[src/rtl/wb_stage.sv]
// Writeback stage: accepts one retiring instruction, waits for load data when needed,
// aligns/extends it, and issues a single register-file write beat with a commit pulse.

module wb_load_align #(
   parameter int DATA_WIDTH = 32
) (
   input  logic [DATA_WIDTH-1:0] raw,
   input  logic [1:0]            size,
   input  logic                  is_unsigned,
   input  logic [1:0]            addr_lo,
   output logic [DATA_WIDTH-1:0] aligned
);

   logic [7:0]  byte_sel;
   logic [15:0] half_sel;
   logic        byte_sgn;
   logic        half_sgn;

   always_comb begin
      byte_sel = raw[8*addr_lo +: 8];
      half_sel = raw[16*addr_lo[1] +: 16];
      byte_sgn = byte_sel[7] & ~is_unsigned;
      half_sgn = half_sel[15] & ~is_unsigned;
      case (size)
         2'd0:    aligned = {{(DATA_WIDTH-8){byte_sgn}}, byte_sel};
         2'd1:    aligned = {{(DATA_WIDTH-16){half_sgn}}, half_sel};
         default: aligned = raw;
      endcase
   end

endmodule

module wb_stage #(
   parameter int DATA_WIDTH = 32,
   parameter int ADDR_WIDTH = 5
) (
   input  logic                  clk,
   input  logic                  rst_n,
   input  logic                  in_valid,
   output logic                  in_ready,
   input  logic [ADDR_WIDTH-1:0] in_rd,
   input  logic                  in_wen,
   input  logic [DATA_WIDTH-1:0] in_result,
   input  logic                  in_is_load,
   input  logic [1:0]            in_load_size,
   input  logic                  in_load_unsigned,
   input  logic [1:0]            in_addr_lo,
   input  logic                  mem_rvalid,
   output logic                  mem_rready,
   input  logic [DATA_WIDTH-1:0] mem_rdata,
   input  logic [1:0]            mem_rresp,
   output logic [DATA_WIDTH-1:0] rf_wdata,
   output logic [ADDR_WIDTH-1:0] rf_waddr,
   output logic                  rf_wen,
   output logic                  rf_valid,
   output logic                  commit,
   output logic                  load_fault
);

   localparam logic [1:0] S_IDLE     = 2'd0;
   localparam logic [1:0] S_WAIT_MEM = 2'd1;
   localparam logic [1:0] S_WRITE    = 2'd2;

   logic [1:0]            state;
   logic [ADDR_WIDTH-1:0] rd_q;
   logic                  wen_q;
   logic [DATA_WIDTH-1:0] res_q;
   logic [1:0]            size_q;
   logic                  uns_q;
   logic [1:0]            alo_q;
   logic                  fault_q;
   logic [DATA_WIDTH-1:0] aligned;
   logic                  accept;
   logic                  rsp_take;
   logic                  in_write;

   assign in_write   = (state == S_WRITE);
   assign in_ready   = (state == S_IDLE) | in_write;
   assign mem_rready = (state == S_WAIT_MEM);
   assign accept     = in_valid & in_ready;
   assign rsp_take   = mem_rvalid & mem_rready;

   wb_load_align #(.DATA_WIDTH(DATA_WIDTH)) u_align (
      .raw         (mem_rdata),
      .size        (size_q),
      .is_unsigned (uns_q),
      .addr_lo     (alo_q),
      .aligned     (aligned)
   );

   always_ff @(posedge clk or negedge rst_n) begin
      if (!rst_n) begin
         state   <= S_IDLE;
         rd_q    <= '0;
         wen_q   <= 1'b0;
         res_q   <= '0;
         size_q  <= 2'd0;
         uns_q   <= 1'b0;
         alo_q   <= 2'd0;
         fault_q <= 1'b0;
      end else begin
         case (state)
            S_IDLE, S_WRITE: begin
               if (accept) begin
                  rd_q    <= in_rd;
                  wen_q   <= in_wen;
                  res_q   <= in_result;
                  size_q  <= in_load_size;
                  uns_q   <= in_load_unsigned;
                  alo_q   <= in_addr_lo;
                  fault_q <= 1'b0;
                  state   <= in_is_load ? S_WAIT_MEM : S_WRITE;
               end else begin
                  state <= S_IDLE;
               end
            end
            S_WAIT_MEM: begin
               if (rsp_take) begin
                  res_q   <= aligned;
                  fault_q <= (mem_rresp != 2'd0);
                  state   <= S_WRITE;
               end
            end
            default: state <= S_IDLE;
         endcase
      end
   end

   // Write data/index come straight from the latched registers so they hold for the whole beat.
   assign rf_wdata   = res_q;
   assign rf_waddr   = rd_q;
   assign rf_valid   = in_write;
   assign commit     = in_write;
   assign rf_wen     = in_write & wen_q & (rd_q != '0) & ~fault_q;
   assign load_fault = in_write & fault_q;

endmodule

[config.mk]
export PLATFORM = sky130hd
export DESIGN_NAME = wb_stage
export DESIGN_NICKNAME = d
export VERILOG_FILES = /design/src/rtl/wb_stage.sv
export SDC_FILE = /design/constraint.sdc
export NUM_CORES = 1
export LEC_CHECK = 0
export CORE_MARGIN = 5
export CORE_UTILIZATION = 44
export CTS_CLUSTER_DIAMETER = 150
export DETAILED_ROUTE_END_ITERATION = 12
export GPL_TIMING_DRIVEN = 0
export PLACE_DENSITY = 0.85
export SLEW_MARGIN = 20
export SYNTH_ARGS = -nofsm -noshare
export SYNTH_HDL_FRONTEND = slang
export SYNTH_SLANG_ARGS = --single-unit
[constraint.sdc]
create_clock -name clk -period 2.55 [get_ports clk]
set_input_delay 0.51 -clock clk [delete_from_list [all_inputs] [get_ports clk]]
set_output_delay 0.51 -clock clk [all_outputs]
set_load 0.02 [all_outputs]
Yosys cells after proc, flatten, opt, wreduce, memory -nomap -nowiden
Cells that the tools add are included.
- memories: 0
- latch bits: 0
- bits in read-only memories: 0
- output and inout port bits: 43
- bits in registers: 46
- input port bits: 82
- memory bits (writable): 0
- eq/ne operators: 5
- magnitude comparators: 0
- divide/modulo/power cells: 0
- $mul: 0
- mux-type cells: 11
- bitwise gates (word level): 11
- $add $sub $neg: 0
- reductions and logical operators: 8
- shift operators: 2
- operator list (operator ; count):
    32-bit case mux with 2 select lines ; 2
    32-bit 2-to-1 mux ; 2
    32-bit by 6-bit indexed part select with 16-bit output ; 1
    32-bit by 6-bit indexed part select with 8-bit output ; 1
    1-bit bitwise AND ; 8
    2-bit 2-to-1 mux ; 3
    5-bit nonzero test ; 1
    2-bit by 1-bit == test with 1-bit output (second input constant) ; 2
    2-bit logical NOT ; 2
    2-bit case mux with 2 select lines ; 1
    2-bit nonzero test ; 2
    3-bit AND reduction ; 1
    2-bit == test (second input constant) ; 1
    1-bit 2-to-1 mux ; 2
    2-bit by 1-bit != test with 1-bit output (second input constant) ; 1
    2-bit != test (second input constant) ; 1
    1-bit NOT ; 2
    1-bit case mux with 2 select lines ; 1
    2-bit AND reduction ; 1
    2-bit OR reduction ; 1
    1-bit OR ; 1

Depth between registers and ports, before layout
Gate-level depths: netlist of the first run.
- depth in word-level cells: 5
- mapped depth: 6

Hierarchy
Synthesis of the first run repeated with hierarchy kept, for this count alone.
- cells, all modules: 326
- area, all modules: 3034.2 um^2
- modules (own cells, without submodules) (module ; times used ; seq. area each (um^2) ; cells an instance ; area each (um^2)):
    wb_stage ; 1 ; 1151.1 ; 209 ; 2319.7
    wb_load_align ; 1 ; 0.0 ; 117 ; 714.4

Worst setup path before layout of the first run
Ideal clock, no wire load.
- path type: register to output
- from: register state[0]
- to: output rf_wen
- path slack: 0.430 ns
- cell stages (with the launch flop): 3
- arrival time: 1.610 ns
- cell sequence: dfrtp_1 > nor2b_1 > nor4bb_1
- longest elaborated chain between the ends: 4
- RTL lines (element ; line ; source):
    from (decl) ; 64 ; logic [1:0] state;
    from (signal assigned) ; 112 ; state <= in_is_load ? S_WAIT_MEM : S_WRITE;
    2-bit == test ; 77 ; assign in_write = (state == S_WRITE);
    via commit ; 56 ; output logic commit,
    1-bit bitwise AND (3 in a row) ; 134 ; assign rf_wen = in_write & wen_q & (rd_q != '0) & ~fault_q;
    to (decl) ; 54 ; output logic rf_wen,
The timed path passes the listed nets, and every way through them passes these cells.

Final worst setup path of the first run
- from: register state[0]
- to: output mem_rready
- longest elaborated chain between the ends: 1
- RTL lines (element ; line ; source):
    2-bit by 1-bit == test with 1-bit output ; 79 ; assign mem_rready = (state == S_WAIT_MEM);
    to (decl) ; 49 ; output logic mem_rready,
Every way passes these cells.

==> results of run 1 <==
cell usage in the layout (no fill, tap or decap), types with 2 or more instances in the layout:
cell and count:
o22ai_1 7, and2_1 2, a221o_1 7, nor2_1 26
clkbuf_8 5, buf_6 2, o221ai_1 7, mux2i_1 15
a211oi_1 17, o31ai_1 2, o21ai_0 7, nor3_1 16
nand2b_1 5, nor2b_1 16, clkdlybuf4s50_1 123, clkbuf_1 18
nand2_1 50, dfrtp_1 46, buf_2 3, inv_1 3
and3_1 7, a21oi_1 24, a2111oi_0 2
worst min path at each step:
stage,from,endpoint,cells after the start
5_1_grt,rst_n,fault_q$_DFFE_PN0P_,1
2_1_floorplan,rst_n,alo_q[0]$_DFFE_PN0P_,0
3_3_place_gp,rf_wdata[15]$_DFFE_PN0P_,rf_wdata[15]$_DFFE_PN0P_,2
4_1_cts,rst_n,fault_q$_DFFE_PN0P_,1
6_report,rst_n,fault_q$_DFFE_PN0P_,1
3_5_place_dp,rf_wdata[15]$_DFFE_PN0P_,rf_wdata[15]$_DFFE_PN0P_,2
final cells by class:
cell class              count  area share, %
flip-flops and latches     46           28.6
clock buffers               7           1.90
well taps                  75           2.33
multi-input cells         220           32.6
inverters                   4          0.467
plain buffers              22           2.58
repair buffers            125           31.4
registers in the layout (all words and copies together) (netlist names):
| name | cells |
|---|---|
| rf_wdata | 32 |
| rf_waddr | 5 |
| size_q | 2 |
| wen_q | 1 |
| alo_q | 2 |
| state | 2 |
| uns_q | 1 |
| fault_q | 1 |
critical path, delay by kind of cell, from the launching register on:
family | cells | cell delay (ns)
buffers and inverters | 2 | 0.99
flip-flops | 1 | 0.45
AND/OR/NAND/NOR | 1 | 0.22
layer usage:
layer	wire length (um)	GRT usage [%]	vias up
li1	-	-	1309
met1	3510	29.6	1310
met2	4420	40.3	124
met3	827	5.32	14
met4	172	9.49	0
met5	0	0	-
cells by family (layout without fill, tap and decap cells):
family                 Yosys count  in the layout  synth area share, %
buffers and inverters           27            158                 4.75
muxes                           17             17                 7.12
AOI/OAI and AO/OA               74             74                 19.8
and+or+nand+nor                129            129                 23.8
DFF                             46             46                 44.6
timing repair:
| action | CTS | global route |
|---|---|---|
| gates cloned | 0 | 0 |
| setup endpoints to repair | 1 | 2 |
| gates resized for setup | 0 | 2 |
| endpoints found under the hold margin | 0 | 0 |
where the power goes:
part	leakage [nW]	internal, mW	switching [mW]
logic	1.07	0.604	0.646
clock network	0.0383	0.189	0.242
registers	0.543	0.897	0.105
total	1.65	1.69	0.993
stage by stage:
step | total power, mW | TNS [ns] | hold slack, ns | cell area (um^2) | instances
finish | 2.68 | 0 | 0.185 | 4020 | 499
CTS | 2.68 | 0 | 0.193 | 4010 | 499
detailed placement | 2.26 | -0.985 | 0.482 | 3940 | 493
global placement | 2.23 | -13.62 | 0.473 | 3920 | 492
global route | 2.81 | -0.0146 | 0.227 | 4020 | 499
floorplan | 1.64 | 0 | 0.214 | 2580 | 293
==> qor.csv, run 1 <==
metric,value,unit
outcome,"complete, no violations",
Layout area overhead,55.6,%
TritonCTS clock tree,built,
clock latency on the worst-skew pair,0.31,ns
postcts setup bufs,0,
Final ANT Viol Nets,0,
Seq cells post-synth,46,
crit path max fanout,17,
Post-synth top cells,"nand2_1 (50), dfrtp_1 (46), nor2_1 (26)",
first-pass GRT wire length,14.0,mm
Avg Inst Size Synth,8.82,um^2
register area share after synthesis,44.6,%
Initial Util,44.4,%
Place WS,-0.104,ns
Pleak,1.65,nW
Critical Path AT,1.96,ns
CTS H-Tree Depth,2,
final period utilization,96.9,%
I/O Buffers,124,
warning count from the yosys run,0,
Worst Hold Class,in -> async,
post-layout util,69.1,%
max cap viols,0,
Post-Route Skew,0.00718,ns
synthesized area,2580,um^2
Post-synth EDFFs,0,
"wirelength, routed",8.94,mm
Synth cell types,33,
Yosys top cell area share,44.6,%
vias in the first global route,2833,
Slew Limit Fails,0,
Critical path destination,mem_rready,
Routed WL per cell,17.9,um
syn nets,375,
clock root buffer master,clkbuf_8,
post-route setup slack,0.0800,ns
Setup Viol. Count Final,0,
"setup slack, reg-to-reg",0.54,ns
# IOs,125,
r2r worst-path depth,5,
clk slew on worst S/H paths,0.09,ns
CP required,2.04,ns
Overall Global Routing Usage,23.9,%
dpl hpwl,6.99,mm
detailed-route vias per instance,5.53,
count of nets after finishing,506,
CTS Buf Count,5,
Post-CTS Hold Buffers,0,
Multi-input gate area,1310,um^2
Worst Setup End Kind,primary output,
Worst R2R End,rf_wdata[15]$_DFFE_PN0P_,
CP startpoint kind,flop,
headroom to the max-slew limit,58.8,%
critical path startpoint,state[0]$_DFFE_PN0P_,
asr flop ratio synth,100,%
Max Freq,405,MHz
Residual DRC,0,
Register Area,1150,um^2
layout cells sized above 1,4.25,%
Setup CP Type,reg -> out,
GPL Wtd Cong,0.832,
worst path cell trace,"nand2b_1, clkinvlp_4, clkdlybuf4s50_1",
"area leader, netlist",dfrtp_1,
Antenna Cells,0,
Die Area,7500,um^2
cell count after synthesis,293,
crit path time final,2.47,ns
initial antenna violation count,0,
"Hold Vio Cnt, Final",0,
Filler Cells Inserted,480,
largest net degree at the start of global routing,25,
reg2reg start,alo_q[1]$_DFFE_PN0P_,
area of the core,5820,um^2
top post-synthesis cells by area,"dfrtp_1 (45%), nand2_1 (7.3%), mux2i_1 (5.8%)",
die width,86.6,um
Pre-antenna DRT Iters,7,
Worst-Margin Slew,0.618,ns
Detailed Route Iter0 Violations,209,
Via Count,2757,
PwrDens,668,nW/um^2
"Largest stage delay, worst path",0.64,ns
"slowest stage cell, crit path",clkdlybuf4s50_1,
die height,86.6,um
Max clock buf depth,2,
Row Count,28,
Max IR drop VDD,0.376,mV
Most used DFF post-synth,dfrtp_1,
cell with the most instances after synthesis,nand2_1,
total gr overflow,0,
Num Clock Sinks,46,
No activity file was read; power rests on OpenSTA's default activity.
==> inputs of run 2 (changes only) <==
--- a/config.mk
+++ b/config.mk
@@ -6,12 +6,13 @@
 export NUM_CORES = 1
 export LEC_CHECK = 0
 export CORE_MARGIN = 5
-export CORE_UTILIZATION = 44
+export CORE_UTILIZATION = 47
 export CTS_CLUSTER_DIAMETER = 150
 export DETAILED_ROUTE_END_ITERATION = 12
 export GPL_TIMING_DRIVEN = 0
-export PLACE_DENSITY = 0.85
+export PLACE_DENSITY = 0.9
 export SLEW_MARGIN = 20
 export SYNTH_ARGS = -nofsm -noshare
 export SYNTH_HDL_FRONTEND = slang
+export SYNTH_HIERARCHICAL = 1
 export SYNTH_SLANG_ARGS = --single-unit
==> constraint.sdc (replaced) <==
create_clock -name clk -period 3.16 [get_ports clk]
set_input_delay 0.632 -clock clk [delete_from_list [all_inputs] [get_ports clk]]
set_output_delay 0.632 -clock clk [all_outputs]
set_load 0.02 [all_outputs]
==> run 2 against run 1 <==
Against the previous run: synthesized area grew 17%; critical path depth is the same; first-iteration DRC count grew 72%; register-to-register slack gained 0.56 ns; critical endpoint is now rf_wen; via count grew 9.1%; sequential power shrank 21%; sequential share of layout area shrank 2.9 points; synthesized cell count grew 11%; total power shrank 12%; clock power shrank 9.3%; highest routed layer unchanged.
==> qor.csv, run 2 <==
metric,value,unit,change
Num Clock Sinks,46,,unchanged
Post-Route Skew,0.0110,ns,+0.00385 ns
cell count after synthesis,326,,+11%
Most used DFF post-synth,dfrtp_1,,
Synth cell types,34,,+3.0%
Overall Global Routing Usage,23.4,%,-0.45 points
outcome,"complete, no violations",,
Residual DRC,0,,unchanged
max cap viols,0,,unchanged
total chip power,2.35,mW,-12%
first-pass GRT wire length,15.6,mm,+12%
critical path startpoint,state[0]$_DFFE_PN0P_,,
post-synthesis mux area share,4.04,%,-3.1 points
CTS H-Tree Depth,2,,unchanged
Detailed Route Iter0 Violations,360,,+72%
I/O Buffers,124,,unchanged
postcts setup bufs,0,,unchanged
largest family of logic cells by synthesized area,compound AO/OA/AOI/OAI gates,,
Slew Limit Fails,0,,unchanged
Max clock buf depth,2,,unchanged
final non-filler cell total,536,,+7.4%
headroom to the max-slew limit,46.8,%,-12 points
Max IR drop VDD,0.325,mV,-14%
GPL Wtd Cong,0.919,,+10%
Via Count,3007,,+9.1%
die width,90.3,um,+4.3%
worst path cell trace,"and2b_1, nor4bb_1, clkdlybuf4s50_1",,
Critical path destination,rf_wen,,
area of the core,6310,um^2,+8.6%
clock root buffer master,clkbuf_8,,
asr flop ratio synth,100,%,unchanged
synthesized area,3030,um^2,+17%
count of nets after finishing,540,,+6.7%
Pre-antenna DRT Iters,5,,-2
Post-Synth Simple-Gate Area,17.4,%,-6.4 points
post-synthesis xor/xnor area fraction,0,%,unchanged
die height,90.3,um,+4.3%
warning count from the yosys run,6,,+6
Worst Setup End Kind,primary output,,
Initial Util,48.1,%,+3.6 points
Die Area,8160,um^2,+8.8%
max FFs per register,32,,unchanged
cell with the most instances after synthesis,nand2_1,,
Layout area overhead,47.7,%,
CP startpoint kind,flop,,
CTS Buf Count,5,,unchanged
"slowest stage cell, crit path",clkdlybuf4s50_1,,
Max Freq,368,MHz,
crit path max fanout,5,,-12
Worst-Margin Slew,0.794,ns,+0.176 ns
vias in the first global route,3109,,+9.7%
Routed WL per cell,18.3,um,+2.0%
DP Area,4390,um^2,+11%
reg2reg start,alo_q[0]$_DFFE_PN0P_,,
"setup slack, reg-to-reg",1.10,ns,+0.56 ns
initial antenna violation count,0,,unchanged
"Hold Vio Cnt, Final",0,,unchanged
Critical Path AT,2.09,ns,+0.13 ns
Pleak,1.80,nW,+9.1%
Final ANT Viol Nets,0,,unchanged
Antenna Cells,0,,unchanged
Setup CP Type,reg -> out,,
Yosys top cell area share,37.9,%,-6.6 points
Worst R2R End,rf_wdata[15]$_DFFE_PN0P_,,
Worst Hold Class,in -> async,,
Setup Viol. Count Final,0,,unchanged
Avg Inst Size Synth,9.31,um^2,+5.5%
crit path time final,2.72,ns,
top post-synthesis cells by area,"dfrtp_1 (38%), o22ai_2 (11%), a21oi_2 (11%)",,
Post-synth EDFFs,0,,unchanged
register area share after synthesis,37.9,%,-6.6 points
DP Cell Count,528,,+7.1%
post-CTS sizing,0,,unchanged
dpl hpwl,7.53,mm,+7.7%
clk slew on worst S/H paths,0.09,ns,about the same
Filler Cells Inserted,471,,-1.9%
unrepaired setup endpoints after global routing,false,,
"Largest stage delay, worst path",0.66,ns,+0.02 ns
Row Count,29,,+3.6%
# IOs,125,,unchanged
Final Cell Area,4480,um^2,+11%
"commonest non-fill, non-tap cells in the layout","clkdlybuf4s50_1 (123), nand2_1 (59), dfrtp_1 (46)",,
syn nets,408,,+8.8%
compound-cell area share of the yosys netlist,32.2,%,+12 points
detailed-route vias per instance,5.61,,+1.5%
"wirelength, routed",9.79,mm,+9.5%
r2r worst-path depth,5,,unchanged
"most common cell after layout, fill and taps aside",clkdlybuf4s50_1,,
largest net degree at the start of global routing,26,,+4.0%
total gr overflow,0,,unchanged
PwrDens,524,nW/um^2,-21%
setup TNS,0,ns,unchanged
TritonCTS clock tree,built,,
clock latency on the worst-skew pair,0.31,ns,about the same
CP required,2.53,ns,+0.49 ns
Seq cells post-synth,46,,unchanged
"area leader, netlist",dfrtp_1,,
final period utilization,86.0,%,
Post-synth top cells,"nand2_1 (59), dfrtp_1 (46), a21oi_2 (38)",,
layout cells sized above 1,25.1,%,+21 points
post-layout util,71.0,%,+1.9 points
Post-CTS Hold Buffers,0,,unchanged
post-synthesis adder-cell area fraction,0,%,unchanged
==> run 2: changes by cell type in the layout (fill, tap and decap cells not counted), sizes merged, moves of 13 or more <==
cell    before  now
nor3        16    2
buf          8   29
mux2i       15    1
o22ai        7   33
a211oi      17    0
clkbuf      23   10
a21oi       24   65
==> run 2: logic make-up after synthesis <==
family	after synthesis
buf+inv	33
flops	46
simple gates	118
compound gates	118
mux	11
==> run 2: worst min-delay path by stage <==
stage	depth (start not counted)	slack, ns	start	end
after floorplan	0	0.34	rst_n	alo_q[0]$_DFFE_PN0P_
after global routing	1	0.33	rst_n	rf_wdata[28]$_DFFE_PN0P_
final	1	0.30	rst_n	rf_wdata[26]$_DFFE_PN0P_
after global placement	2	0.45	wen_q$_DFFE_PN0P_	wen_q$_DFFE_PN0P_
after CTS	1	0.32	rst_n	rf_wdata[28]$_DFFE_PN0P_
after detailed placement	2	0.46	wen_q$_DFFE_PN0P_	wen_q$_DFFE_PN0P_
==> run 2: per-stage QoR <==
step	hold WS (ns)	setup WS [ns]
3_3_place_gp	0.452	0.217
2_1_floorplan	0.336	1.01
4_1_cts	0.316	0.439
5_1_grt	0.334	0.366
6_report	0.303	0.443
3_5_place_dp	0.460	0.617
==> run 2: per-layer routing <==
metal / up-vias / part of all wire [%] / track usage [%]
met5: - / 0 / 0
met4: 0 / 2.3 / 7.44
met3: 18 / 8.8 / 5.92
met2: 159 / 47 / 38.4
met1: 1426 / 42 / 30.3
li1: 1404 / - / -
==> run 2: power by group <==
part / total (mW) / switching, mW / internal (mW)
logic: 1.17 / 0.602 / 0.565
clock network: 0.391 / 0.215 / 0.176
registers: 0.791 / 0.0842 / 0.707
total: 2.35 / 0.901 / 1.45
==> run 2: area by class of cell <==
type	instances	area [um^2]	share of cell area, %
multi-input combinational	247	1630	36.3
timing repair buffer	125	1260	28.0
sequential	46	1150	25.7
buffer	31	249	5.56
tap	77	96.3	2.15
clock buffer	6	82.6	1.84
clock inverter	2	12.5	0.279
inverter	2	7.51	0.168
==> run 2: critical path, delay by kind of cell, from the launching register on <==
| kind | cells | cell delay (ns) |
|---|---|---|
| simple gates | 2 | 0.68 |
| buf+inv | 1 | 0.66 |
| flops | 1 | 0.45 |
